===== config.mk =====
export PLATFORM = sky130hd
export DESIGN_NAME = time_of_day_counter
export DESIGN_NICKNAME = d
export VERILOG_FILES = /design/src/rtl/time_of_day_counter.sv
export SDC_FILE = /design/constraint.sdc
export NUM_CORES = 1
export LEC_CHECK = 0
export CAP_MARGIN = 5
export CORE_ASPECT_RATIO = 0.75
export CORE_MARGIN = 2
export CORE_UTILIZATION = 39
export CTS_BUF_LIST = sky130_fd_sc_hd__clkbuf_16
export DETAILED_ROUTE_END_ITERATION = 6
export PLACE_DENSITY = 0.64
export SLEW_MARGIN = 20
export SYNTH_ARGS = -nofsm -noshare
export SYNTH_HDL_FRONTEND = slang
export SYNTH_SLANG_ARGS = --single-unit

===== constraint.sdc =====
create_clock -name sys_clk -period 2.2 [get_ports sys_clk]
set_input_delay 0.22 -clock sys_clk [delete_from_list [all_inputs] [get_ports sys_clk]]
set_output_delay 0.22 -clock sys_clk [all_outputs]
set_load 0.05 [all_outputs]

===== src/rtl/time_of_day_counter.sv =====
// 24-hour BCD time-of-day keeper. The divided clock is sampled as data in the sys_clk domain,
// and the hour and minute fields are set from the debounced mode and inc keys.
module time_of_day_counter #(
  parameter int unsigned TICK_DIV = 1,
  parameter int unsigned TICK_W   = 16
) (
  input  logic       sys_clk,
  input  logic       sys_rst_n,
  input  logic       clk_div_in,
  input  logic       mode_key,
  input  logic       inc_key,
  output logic [7:0] hour_bcd,
  output logic [7:0] min_bcd,
  output logic [7:0] sec_bcd,
  output logic [1:0] mode,
  output logic       sec_tick,
  output logic       day_wrap
);

  typedef enum logic [1:0] {
    RUN      = 2'b00,
    SET_HOUR = 2'b01,
    SET_MIN  = 2'b10,
    BAD      = 2'b11
  } mode_e;

  localparam logic [TICK_W-1:0] CNT_MAX = TICK_W'(TICK_DIV - 1);

  mode_e             mode_q;
  logic [TICK_W-1:0] cnt_q;
  logic [7:0]        hour_q, min_q, sec_q;
  logic              s0_q, s1_q, prev_q;
  logic              sec_tick_q, day_wrap_q;

  logic              rise, sec_pulse;
  logic              sec_c, min_c, hour_c;
  logic [7:0]        sec_inc, min_inc, hour_inc;

  // Returns {carry, next}; a ones digit of 9 or above always rolls over.
  function automatic logic [8:0] inc_mod60(input logic [7:0] v);
    logic [3:0] tens;
    logic [3:0] ones;
    tens = v[7:4];
    ones = v[3:0];
    if (ones < 4'd9)      return {1'b0, tens, ones + 4'd1};
    else if (tens < 4'd5) return {1'b0, tens + 4'd1, 4'd0};
    else                  return {1'b1, 8'h00};
  endfunction

  function automatic logic [8:0] inc_mod24(input logic [7:0] v);
    logic [3:0] tens;
    logic [3:0] ones;
    tens = v[7:4];
    ones = v[3:0];
    if (tens >= 4'd2 && ones >= 4'd3) return {1'b1, 8'h00};
    else if (ones < 4'd9)             return {1'b0, tens, ones + 4'd1};
    else                              return {1'b0, tens + 4'd1, 4'd0};
  endfunction

  always_comb begin
    {sec_c, sec_inc}   = inc_mod60(sec_q);
    {min_c, min_inc}   = inc_mod60(min_q);
    {hour_c, hour_inc} = inc_mod24(hour_q);
    rise               = s1_q & ~prev_q;
    sec_pulse          = rise && (mode_q == RUN) && (cnt_q == CNT_MAX);
  end

  always_ff @(posedge sys_clk or negedge sys_rst_n) begin
    if (!sys_rst_n) begin
      mode_q     <= RUN;
      cnt_q      <= '0;
      hour_q     <= '0;
      min_q      <= '0;
      sec_q      <= '0;
      s0_q       <= 1'b0;
      s1_q       <= 1'b0;
      prev_q     <= 1'b0;
      sec_tick_q <= 1'b0;
      day_wrap_q <= 1'b0;
    end else begin
      s0_q       <= clk_div_in;
      s1_q       <= s0_q;
      prev_q     <= s1_q;
      sec_tick_q <= 1'b0;
      day_wrap_q <= 1'b0;
      case (mode_q)
        RUN: begin
          if (rise) cnt_q <= sec_pulse ? '0 : cnt_q + TICK_W'(1);
          // Time advance and a mode_key exit may land on the same edge.
          if (sec_pulse) begin
            sec_q      <= sec_inc;
            sec_tick_q <= 1'b1;
            if (sec_c) begin
              min_q <= min_inc;
              if (min_c) begin
                hour_q     <= hour_inc;
                day_wrap_q <= hour_c;
              end
            end
          end
          if (mode_key) mode_q <= SET_HOUR;
        end
        SET_HOUR: begin
          cnt_q <= '0;
          if (mode_key)     mode_q <= SET_MIN;
          else if (inc_key) hour_q <= hour_inc;
        end
        SET_MIN: begin
          cnt_q <= '0;
          if (mode_key) begin
            mode_q <= RUN;
            sec_q  <= '0;
          end else if (inc_key) begin
            min_q <= min_inc;
          end
        end
        default: begin
          mode_q <= RUN;
          cnt_q  <= '0;
        end
      endcase
    end
  end

  assign hour_bcd = hour_q;
  assign min_bcd  = min_q;
  assign sec_bcd  = sec_q;
  assign mode     = mode_q;
  assign sec_tick = sec_tick_q;
  assign day_wrap = day_wrap_q;

endmodule


==> flow_summary.yaml, run 1 <==
status:
  run_status: "complete, no violations"
global_route:
  grt_usage_pct: 16.53
  overflow: 0
  grt_pass1_wl_um: 9432
  grt_pass1_vias: 1969
  antenna_found_initial: 0
  grt_max_degree: 48
synth:
  ys_warn_count: 0
  yosys.area.top_type: "dfrtp_1"
  synth_flop_cell: "dfrtp_1"
  synth_nets: 284
  ys_async_sr_fraction_pct: 100.0
  synth_area_mm2: 0.002570
  synth_cell_type_count: 51
  synth.top_cell.area_share_pct: 45.76
  ys_seq_elements: 47
  synthTopCellsByArea: "dfrtp_1 46%, ha_1 6.8%, nand2_1 3.7%"
  synth_edf_count: 0
  ys_seq_area_share_pct: 45.76
  syn_inst: 265
  syn_area_per_cell_um2: 9.698
sta:
  maxSlewViolCount: 0
  totalNegativeSetupSlack_ns: 0
  max_slew_margin_pct: 60.48
  fin_skew_ns: 0.005446
  max_freq_mhz: 473.0
  setup_viol: 0
  hold_violations: 0
  finalCritPeriodShare_pct: 96.11
  fin_crit_ns: 2.114
  worst_pin_slew_ns: 0.5928
layout:
  fillers: 575
  postLayoutCoreUtil_pct: 53.34
  layout-drive-gt1-share_pct: 18.32
  diodes: 0
  area_growth_pct: 31.79
  stdcell_area_mm2: 0.003387
  final_cell_mix: "40 x dfrtp_1, 31 x clkdlybuf4s50_1, 25 x nand2_1, 24 x buf_4"
  layout.nets: 340
  mostFrequentLayoutCell: "dfrtp_1"
clock_network:
  cts_buffers: 5
  cts_sinks: 47
  clkLatencyLatePin_ns: 0.29
  clock-root-buffer: "clkbuf_16"
  clockBufferDepth: 2
  tritoncts: "done"
  htree_levels: 2
  hold_buffers: 0
  clk_pin_slew_ns: 0.06
floorplanning:
  core_area_mm2: 0.006350
  initial_core_util_pct: 40.47
  die_w_um: 97.74
  io_pins: 33
  chipHeight_um: 74.30
  dieArea_mm2: 0.007262
  rows: 25
route:
  wl_per_cell_um: 13.97
  dr.pass1.iters: 4
  dr_wl_met3_um: 246
  vias: 2110
  viasPerCell: 5.236
  top_layer: "met4"
  drt-met1-wl_um: 2775
  drc: 0
  drt_iter0_drc: 98
  wirelength_um: 5631
  ant_nets: 0
  wl_met2_um: 2584
setup_path:
  worstPathMaxFanout: 7
  crit_chain: "nor3_1 > nand3_2 > o21a_2 > or3_4 > mux2_4"
  required_ns: 2.38
  arrival_ns: 2.29
  cp-end-kind: "register"
  slowest_delay_ns: 0.42
  slowest_stage: "dfrtp_1"
  crit_buf_inv: 0
  cp-start-kind: "register"
  path_class: "register to register"
  critPathTopFamily: "simple AND/OR/NAND/NOR gates"
placement:
  port_buffers: 32
  place_congestion: 0.8494
  hpwl_um: 4013
  placed_area_mm2: 0.003128
pwr:
  pwr_density_cell_mw_per_mm2: 1123
  power_mw: 3.803
  vdd_drop_max_mv: 0.6930
  leakage_nw: 1.459
run:
  max_cap_viol_count: 0
min_path:
  hold_class: "input port to async pin"
[final timing paths]
kind / start / to / slack [ns] / cells past startpoint
max: cnt_q[5]$_DFFE_PN0P_ / min_bcd[7]$_DFFE_PN0P_ / 0.09 / 5
min: sys_rst_n / hour_bcd[4]$_DFFE_PN0P_ / 0.007 / 2
max reg2reg: cnt_q[5]$_DFFE_PN0P_ / min_bcd[7]$_DFFE_PN0P_ / 0.09 / 5
min reg2reg: s0_q$_DFF_PN0_ / s1_q$_DFF_PN0_ / 0.35 / 0
max in group asynchronous: sys_rst_n / mode[0]$_DFFE_PN0P_ / 1.74 / 2
min in group sys_clk: s0_q$_DFF_PN0_ / s1_q$_DFF_PN0_ / 0.35 / 0
[worst register-to-register path: stages (launching register included)]
cell and delay, ns:
dfrtp_1 0.42, nor3_1 0.29, nand3_2 0.26, o21a_2 0.31, or3_4 0.41, mux2_4 0.31
[synth_stat cells (all sizes together), types with 5 or more instances]
cell / n
nor2b: 7
buf: 5
a21oi: 8
nand2: 25
ha: 14
nor2: 21
dfrtp: 47
xnor2: 10
inv: 23
nand3: 7
nor4: 8
nor3: 11
o21ai: 12
and2: 5
o211ai: 6
[flip-flops by register name (all words and copies together) (netlist names)]
| name | flops |
|---|---|
| day_wrap | 1 |
| s1_q | 1 |
| hour_bcd | 8 |
| mode | 2 |
| cnt_q | 16 |
| prev_q | 1 |
| s0_q | 1 |
| sec_tick | 1 |
| min_bcd | 8 |
| sec_bcd | 8 |
[final cells by class]
| cell class | instances | area [um2] | share of cell area [%] |
|---|---|---|---|
| well taps | 81 | 101.3 | 2.992 |
| clock buffers | 5 | 125.1 | 3.694 |
| clock inverters | 3 | 67.56 | 1.995 |
| inverters | 23 | 86.33 | 2.549 |
| flip-flops and latches | 47 | 1185 | 34.98 |
| multi-input cells | 188 | 1326 | 39.16 |
| repair buffers | 56 | 495.5 | 14.63 |
[per-stage QoR]
step / hold slack, ns / worst slack (ns) / std cells
5_1_grt: 0.07755 / -0.009362 / 403
3_3_place_gp: 0.3329 / 0.1161 / 391
2_1_floorplan: -0.07559 / -0.03862 / 265
3_5_place_dp: 0.3411 / 0.03729 / 391
4_1_cts: 0.04626 / 0.009971 / 399
6_report: 0.007463 / 0.08563 / 403
[where the power goes]
| group | internal (mW) | total [mW] | switching [mW] |
|---|---|---|---|
| sequential | 1.01 | 1.18 | 0.170 |
| combinational | 0.630 | 1.65 | 1.02 |
| clock | 0.651 | 0.976 | 0.325 |
[cells by family after synthesis]
group	count (synthesis)	share of synthesized area (%)
AOI/OAI and AO/OA	49	13.15
xor gates and xnor gates	12	4.090
adders and majority gates	14	6.816
buffers and inverters	30	4.965
DFF	47	45.76
muxes	7	3.018
and+or+nand+nor	106	22.20
[repair_timing]
action	CTS	global route
endpoints found under the hold margin	0	0
setup buffers	0	4
setup endpoints to repair	0	13
resized for setup	0	7
[routing by layer]
metal | vias to the layer above | GRT usage, %
li1 | 1043 | -
met1 | 1025 | 22.80
met2 | 40 | 26.05
met3 | 2 | 4.887
met4 | 0 | 4.167
met5 | - | 0
Note: power is estimated with default switching activity, not from simulation.
==> run 2: changes to the inputs <==
--- a/config.mk
+++ b/config.mk
@@ -6,11 +6,12 @@
 export NUM_CORES = 1
 export LEC_CHECK = 0
+export ABC_CLOCK_PERIOD_IN_PS = 2200
 export CAP_MARGIN = 5
 export CORE_ASPECT_RATIO = 0.75
 export CORE_MARGIN = 2
-export CORE_UTILIZATION = 39
+export CORE_UTILIZATION = 50
 export CTS_BUF_LIST = sky130_fd_sc_hd__clkbuf_16
 export DETAILED_ROUTE_END_ITERATION = 6
-export PLACE_DENSITY = 0.64
+export PLACE_DENSITY = 0.78
 export SLEW_MARGIN = 20
 export SYNTH_ARGS = -nofsm -noshare
==> constraint.sdc (replaced) <==
create_clock -name sys_clk -period 2.2 [get_ports sys_clk]
set_input_delay 0.44 -clock sys_clk [delete_from_list [all_inputs] [get_ports sys_clk]]
set_output_delay 0.44 -clock sys_clk [all_outputs]
set_load 0.05 [all_outputs]
==> run 2 against run 1 <==
Effect of this change: design area fell by 4.0%; core utilization rose by 13 points; clock power fell by 29%; clock skew barely moved; sequential power barely moved; worst setup slack improved by 0.012 ns; combinational power fell by 8%; die area fell by 21%; largest power group unchanged.
==> flow_summary.yaml, run 2 (synthesized netlist as in run 1, its figures left out) <==
placement:
  place_congestion: 0.8100
  placed_area_mm2: 0.003094
  port_buffers: 32
  hpwl_um: 3841
floorplanning:
  die_w_um: 86.79
  chipHeight_um: 66.09
  rows: 22
  initial_core_util_pct: 52.16
  core_area_mm2: 0.004927
  io_pins: 33
  dieArea_mm2: 0.005736
pwr:
  pwr_density_cell_mw_per_mm2: 1049
  vdd_drop_max_mv: 0.6874
  leakage_nw: 1.427
sta:
  hold_violations: 0
  timing.hold.ws_ns: 0.2402
  totalNegativeSetupSlack_ns: 0
  fin_skew_ns: 0.005211
  max_freq_mhz: 475.7
  worst_pin_slew_ns: 0.5958
  maxSlewViolCount: 0
  fin_crit_ns: 2.102
  finalCritPeriodShare_pct: 95.56
  max_slew_margin_pct: 60.28
  setup_viol: 0
layout:
  layout.nets: 337
  fillers: 383
  mostFrequentLayoutCell: "dfrtp_1"
  layout-drive-gt1-share_pct: 15.09
  stdcell_area_mm2: 0.003253
  final_cell_mix: "40 x dfrtp_1, 31 x clkdlybuf4s50_1, 25 x nand2_1, 23 x inv_1"
  area_growth_pct: 26.58
  diodes: 0
  largest_reg_flops: 16
  regMostFlops: "cnt_q"
clock_network:
  htree_levels: 2
  clock-root-buffer: "clkbuf_16"
  clkLatencyLatePin_ns: 0.28
  clockBufferDepth: 2
  cts_sinks: 47
  tritoncts: "done"
  cts_buffers: 5
  clk_pin_slew_ns: 0.06
setup_path:
  worstPathMaxFanout: 4
  required_ns: 2.37
  path_class: "register to register"
  slowest_delay_ns: 0.40
  cp-start-kind: "register"
  slowest_stage: "o41ai_4"
  arrival_ns: 2.27
  crit_chain: "inv_1 > ha_1 > nand2b_1 > o211ai_1 > o41ai_4 > buf_4 > nand4_1 > a22o_1"
  cp-end-kind: "register"
  r2r_setup_slack_ns: 0.1
  reg2reg_depth: 8
  reg2reg_from: "sec_bcd[0]$_DFFE_PN0P_"
  r2r-end: "hour_bcd[4]$_DFFE_PN0P_"
global_route:
  grt_max_degree: 48
  antenna_found_initial: 0
  met2_usage_pct: 33.59
  grtUsageMet3_pct: 3.745
  grt_usage_pct: 20.94
  overflow: 0
  grt_pass1_vias: 2102
  grt_busiest_layer: "met2"
  grt_util_met1_pct: 29.18
  grt_pass1_wl_um: 9480
route:
  drc: 0
  dr.pass1.iters: 4
  drt_iter0_drc: 102
  wl_per_cell_um: 14.21
  ant_nets: 0
  wirelength_um: 5373
  vias: 2124
  viasPerCell: 5.619
status:
  run_status: "complete, no violations"
run:
  max_cap_viol_count: 0
min_path:
  hold_class: "input port to async pin"
## run 2: critical path: cells and delay by family, from the launching register on
family          cells  cell delay, ns
buf+inv             2            0.25
compound gates      3            0.90
simple gates        2            0.27
flops               1            0.38
fa+ha+maj           1            0.20
## run 2: metal layers
layer	vias to the layer above	routed length (um)
li1	1038	-
met1	1035	2609
met2	44	2517
met3	7	178
met4	0	68
met5	-	0
## run 2: worst max-delay path by stage
stage                                       from                      end  cells past startpoint
after detailed placement  sec_bcd[5]$_DFFE_PN0P_  hour_bcd[1]$_DFFE_PN0P_                      8
after CTS                 sec_bcd[5]$_DFFE_PN0P_  hour_bcd[1]$_DFFE_PN0P_                      8
final                     sec_bcd[0]$_DFFE_PN0P_  hour_bcd[4]$_DFFE_PN0P_                      8
after global routing      sec_bcd[4]$_DFFE_PN0P_  hour_bcd[1]$_DFFE_PN0P_                      8
after floorplan           sec_bcd[5]$_DFFE_PN0P_  hour_bcd[0]$_DFFE_PN0P_                      8
after global placement                   inc_key   min_bcd[7]$_DFFE_PN0P_                      6
## run 2: what timing repair did
action,in CTS,in global routing
endpoints found under the hold margin,0,0
endpoints found under the setup margin,0,8
gates resized for setup,0,1
hold buffers,0,0
buffers inserted,0,2
## run 2: where the power goes
group          total, mW  leakage [nW]  internal, mW  switching [mW]
clock network      0.697        0.0723         0.406           0.291
logic               1.52         0.746         0.558           0.958
registers           1.20         0.608          1.01           0.190
## run 2: final cells by class
| class | count | area [um2] | area share (%) |
|---|---|---|---|
| Multi-Input combinational cell | 188 | 1301 | 40.00 |
| Clock inverter | 2 | 7.507 | 0.2308 |
| Clock buffer | 5 | 125.1 | 3.846 |
| Inverter | 23 | 86.33 | 2.654 |
| Tap cell | 60 | 75.07 | 2.308 |
| Sequential cell | 47 | 1185 | 36.42 |
| Timing Repair Buffer | 53 | 473.0 | 14.54 |
## run 2: metrics by stage
| step | worst slack [ns] | util, % | power, mW | std cells |
|---|---|---|---|---|
| after global routing | -0.02770 | 66.02 | 3.629 | 378 |
| final | 0.09764 | 66.02 | 3.413 | 378 |
| after detailed placement | 0.06777 | 62.80 | 2.704 | 369 |
| after global placement | 0.1292 | 62.80 | 2.674 | 369 |
| after CTS | 0.03553 | 65.49 | 3.417 | 376 |
| after floorplan | -0.03862 | - | 2.208 | 265 |
==> run 3: changes to the inputs <==
ABC_AREA = 1   (was not set)
CORE_UTILIZATION = 51   (was 50)
CTS_CLUSTER_DIAMETER = 200   (was not set)
==> run 3 against run 2 <==
Effect of this change: combinational power is 39% higher; sequential power is 4% higher; count of clock-buffer cells in the layout stayed put; global-route usage is 0.98 points higher; flip-flop and latch count stayed put; non-clock buffer count is 18 lower; wire length is 21% higher; register-to-register slack better by 0.18 ns; core utilization is 2.2 points lower; design area is 7.2% higher; area after synthesis is 15% higher.
==> flow_summary.yaml, run 3 <==
setup_path:
  crit_chain: "clkdlybuf4s50_1"
  r2r-end: "sec_bcd[2]$_DFFE_PN0P_"
  r2r_setup_slack_ns: 0.28
  required_ns: 1.76
  slowest_stage: "clkdlybuf4s50_1"
  reg2reg_depth: 9
  cp-start-kind: "register"
  path_class: "register to output port"
  critPathTopFamily: "buffers and inverters"
  cp-end-kind: "output port"
  worstPathMaxFanout: 8
  arrival_ns: 1.68
  reg2reg_from: "cnt_q[0]$_DFFE_PN0P_"
  crit_buf_inv: 1
  slowest_delay_ns: 0.87
placement:
  dpl_worst_slack_ns: 0.2607
  port_buffers: 32
  hpwl_um: 4712
  place_congestion: 0.9129
  placed_area_mm2: 0.003328
  dp_cells: 483
global_route:
  grt_pass1_vias: 2467
  grt_max_degree: 27
  overflow: 0
  grt_pass1_wl_um: 11450
  grt_usage_pct: 21.92
  antenna_found_initial: 0
clock_network:
  clockBufferDepth: 2
  htree_levels: 2
  hold_buffers: 0
  clock-root-buffer: "clkbuf_16"
  cts_buffers: 5
  cts_setup_buffers: 0
  tritoncts: "done"
  clk_pin_slew_ns: 0.06
  clkLatencyLatePin_ns: 0.28
  cts_resized: 0
  cts_sinks: 47
sta:
  fin_skew_ns: 0.003116
  timing.hold.ws_ns: 0.1293
  setup_ws_ns: 0.07890
  setup_viol: 0
  totalNegativeSetupSlack_ns: 0
  hold_violations: 0
  worst_pin_slew_ns: 0.5655
  fin_crit_ns: 2.121
  maxSlewViolCount: 0
  finalCritPeriodShare_pct: 96.41
  rsz0062_at_grt: "no"
  max_freq_mhz: 471.5
  max_slew_margin_pct: 62.30
synth:
  synth_edf_count: 0
  synth_nets: 398
  synth_cell_type_count: 34
  syn_area_per_cell_um2: 7.771
  synth_flop_cell: "dfrtp_1"
  yosys.area.top_type: "dfrtp_1"
  ys_warn_count: 0
  ys_async_sr_fraction_pct: 100.0
  yosys.cell_count.top_type: "nand2_1"
  ys_seq_area_share_pct: 39.93
  synth.top_cell.area_share_pct: 39.93
  synth_area_mm2: 0.002945
  synth_top_cells_by_count: "91 x nand2_1, 48 x inv_1, 47 x dfrtp_1, 40 x nor2_1, 28 x nand4_1"
  ys_seq_elements: 47
  syn_inst: 379
  synthTopCellsByArea: "dfrtp_1 40%, nand2_1 12%, inv_1 6.1%"
min_path:
  hold_class: "input port to async pin"
status:
  run_status: "complete, no violations"
floorplanning:
  io_pins: 33
  rows: 23
  die_w_um: 91.75
  dieArea_mm2: 0.006406
  core_area_mm2: 0.005468
  initial_core_util_pct: 53.87
  chipHeight_um: 69.82
layout:
  diodes: 0
  fin_cells: 490
  area_growth_pct: 18.39
  mostFrequentLayoutCell: "nand2_1"
  stdcell_area_mm2: 0.003487
  largest_reg_flops: 16
  layout.nets: 434
  layout-drive-gt1-share_pct: 10.12
  postLayoutCoreUtil_pct: 63.78
  final_cell_mix: "91 x nand2_1, 49 x inv_1, 47 x dfrtp_1, 40 x nor2_1, 31 x clkdlybuf4s50_1"
  regMostFlops: "cnt_q"
route:
  wl_per_cell_um: 13.31
  ant_nets: 0
  drt_iter0_drc: 154
  drc: 0
  wirelength_um: 6522
  dr.pass1.iters: 5
  vias: 2640
  viasPerCell: 5.388
pwr:
  leakage_nw: 1.711
  vdd_drop_max_mv: 0.6633
  pwr_density_cell_mw_per_mm2: 1203
  power_mw: 4.194
run:
  max_cap_viol_count: 0
[run 3: cell count changes after synthesis, moves of 6 or more]
| cell | before | now |
|---|---|---|
| inv_1 | 23 | 48 |
| nand4_1 | 1 | 28 |
| nor2_1 | 21 | 40 |
| nor2b_1 | 7 | 0 |
| nand3_1 | 6 | 25 |
| o211ai_1 | 6 | 0 |
| nand2_1 | 25 | 91 |
[run 3: worst max path at each step]
stage               slack [ns]  cells past startpoint                    from                      end
finish                    0.08                      1     mode[0]$_DFFE_PN0P_                  mode[0]
global route              0.03                      1     mode[0]$_DFFE_PN0P_                  mode[0]
CTS                       0.07                      1     mode[0]$_DFFE_PN0P_                  mode[0]
detailed placement        0.26                      9                mode_key  hour_bcd[1]$_DFFE_PN0P_
global placement          0.32                      9                mode_key  hour_bcd[3]$_DFFE_PN0P_
floorplan                 0.25                     10  sec_bcd[0]$_DFFE_PN0P_  hour_bcd[2]$_DFFE_PN0P_
[run 3: kinds of logic (layout without fill, tap and decap cells)]
kind of cell,count (synthesis),count (layout),share of synthesized area (%)
AND/OR/NAND/NOR,224,224,37.09
buffers and inverters,59,95,8.836
flip-flops,47,47,39.93
AO/OA/AOI/OAI,25,25,5.225
adder cells (fa/ha/maj),14,14,5.947
XOR/XNOR,10,10,2.974
[run 3: area by class of cell]
class | count | area, um2
Sequential cell | 47 | 1176
Clock buffer | 5 | 125.1
Inverter | 53 | 198.9
Timing Repair Buffer | 35 | 350.3
Fill cell | 462 | 1981
Tap cell | 75 | 93.84
Clock inverter | 2 | 33.78
Multi-Input combinational cell | 273 | 1509
[run 3: report_power, final]
| group | internal, mW | total, mW | switching (mW) |
|---|---|---|---|
| clock network | 0.525 | 0.828 | 0.302 |
| registers | 1.02 | 1.25 | 0.233 |
| logic | 0.657 | 2.11 | 1.46 |
| total | 2.20 | 4.19 | 1.99 |
[run 3: routing by layer]
metal,global-route usage [%],up-vias,share of wire [%]
met5,0,-,0
met4,5.307,0,1.4
met3,3.913,13,5.0
met2,34.89,90,45
met1,31.22,1234,49
li1,-,1303,-
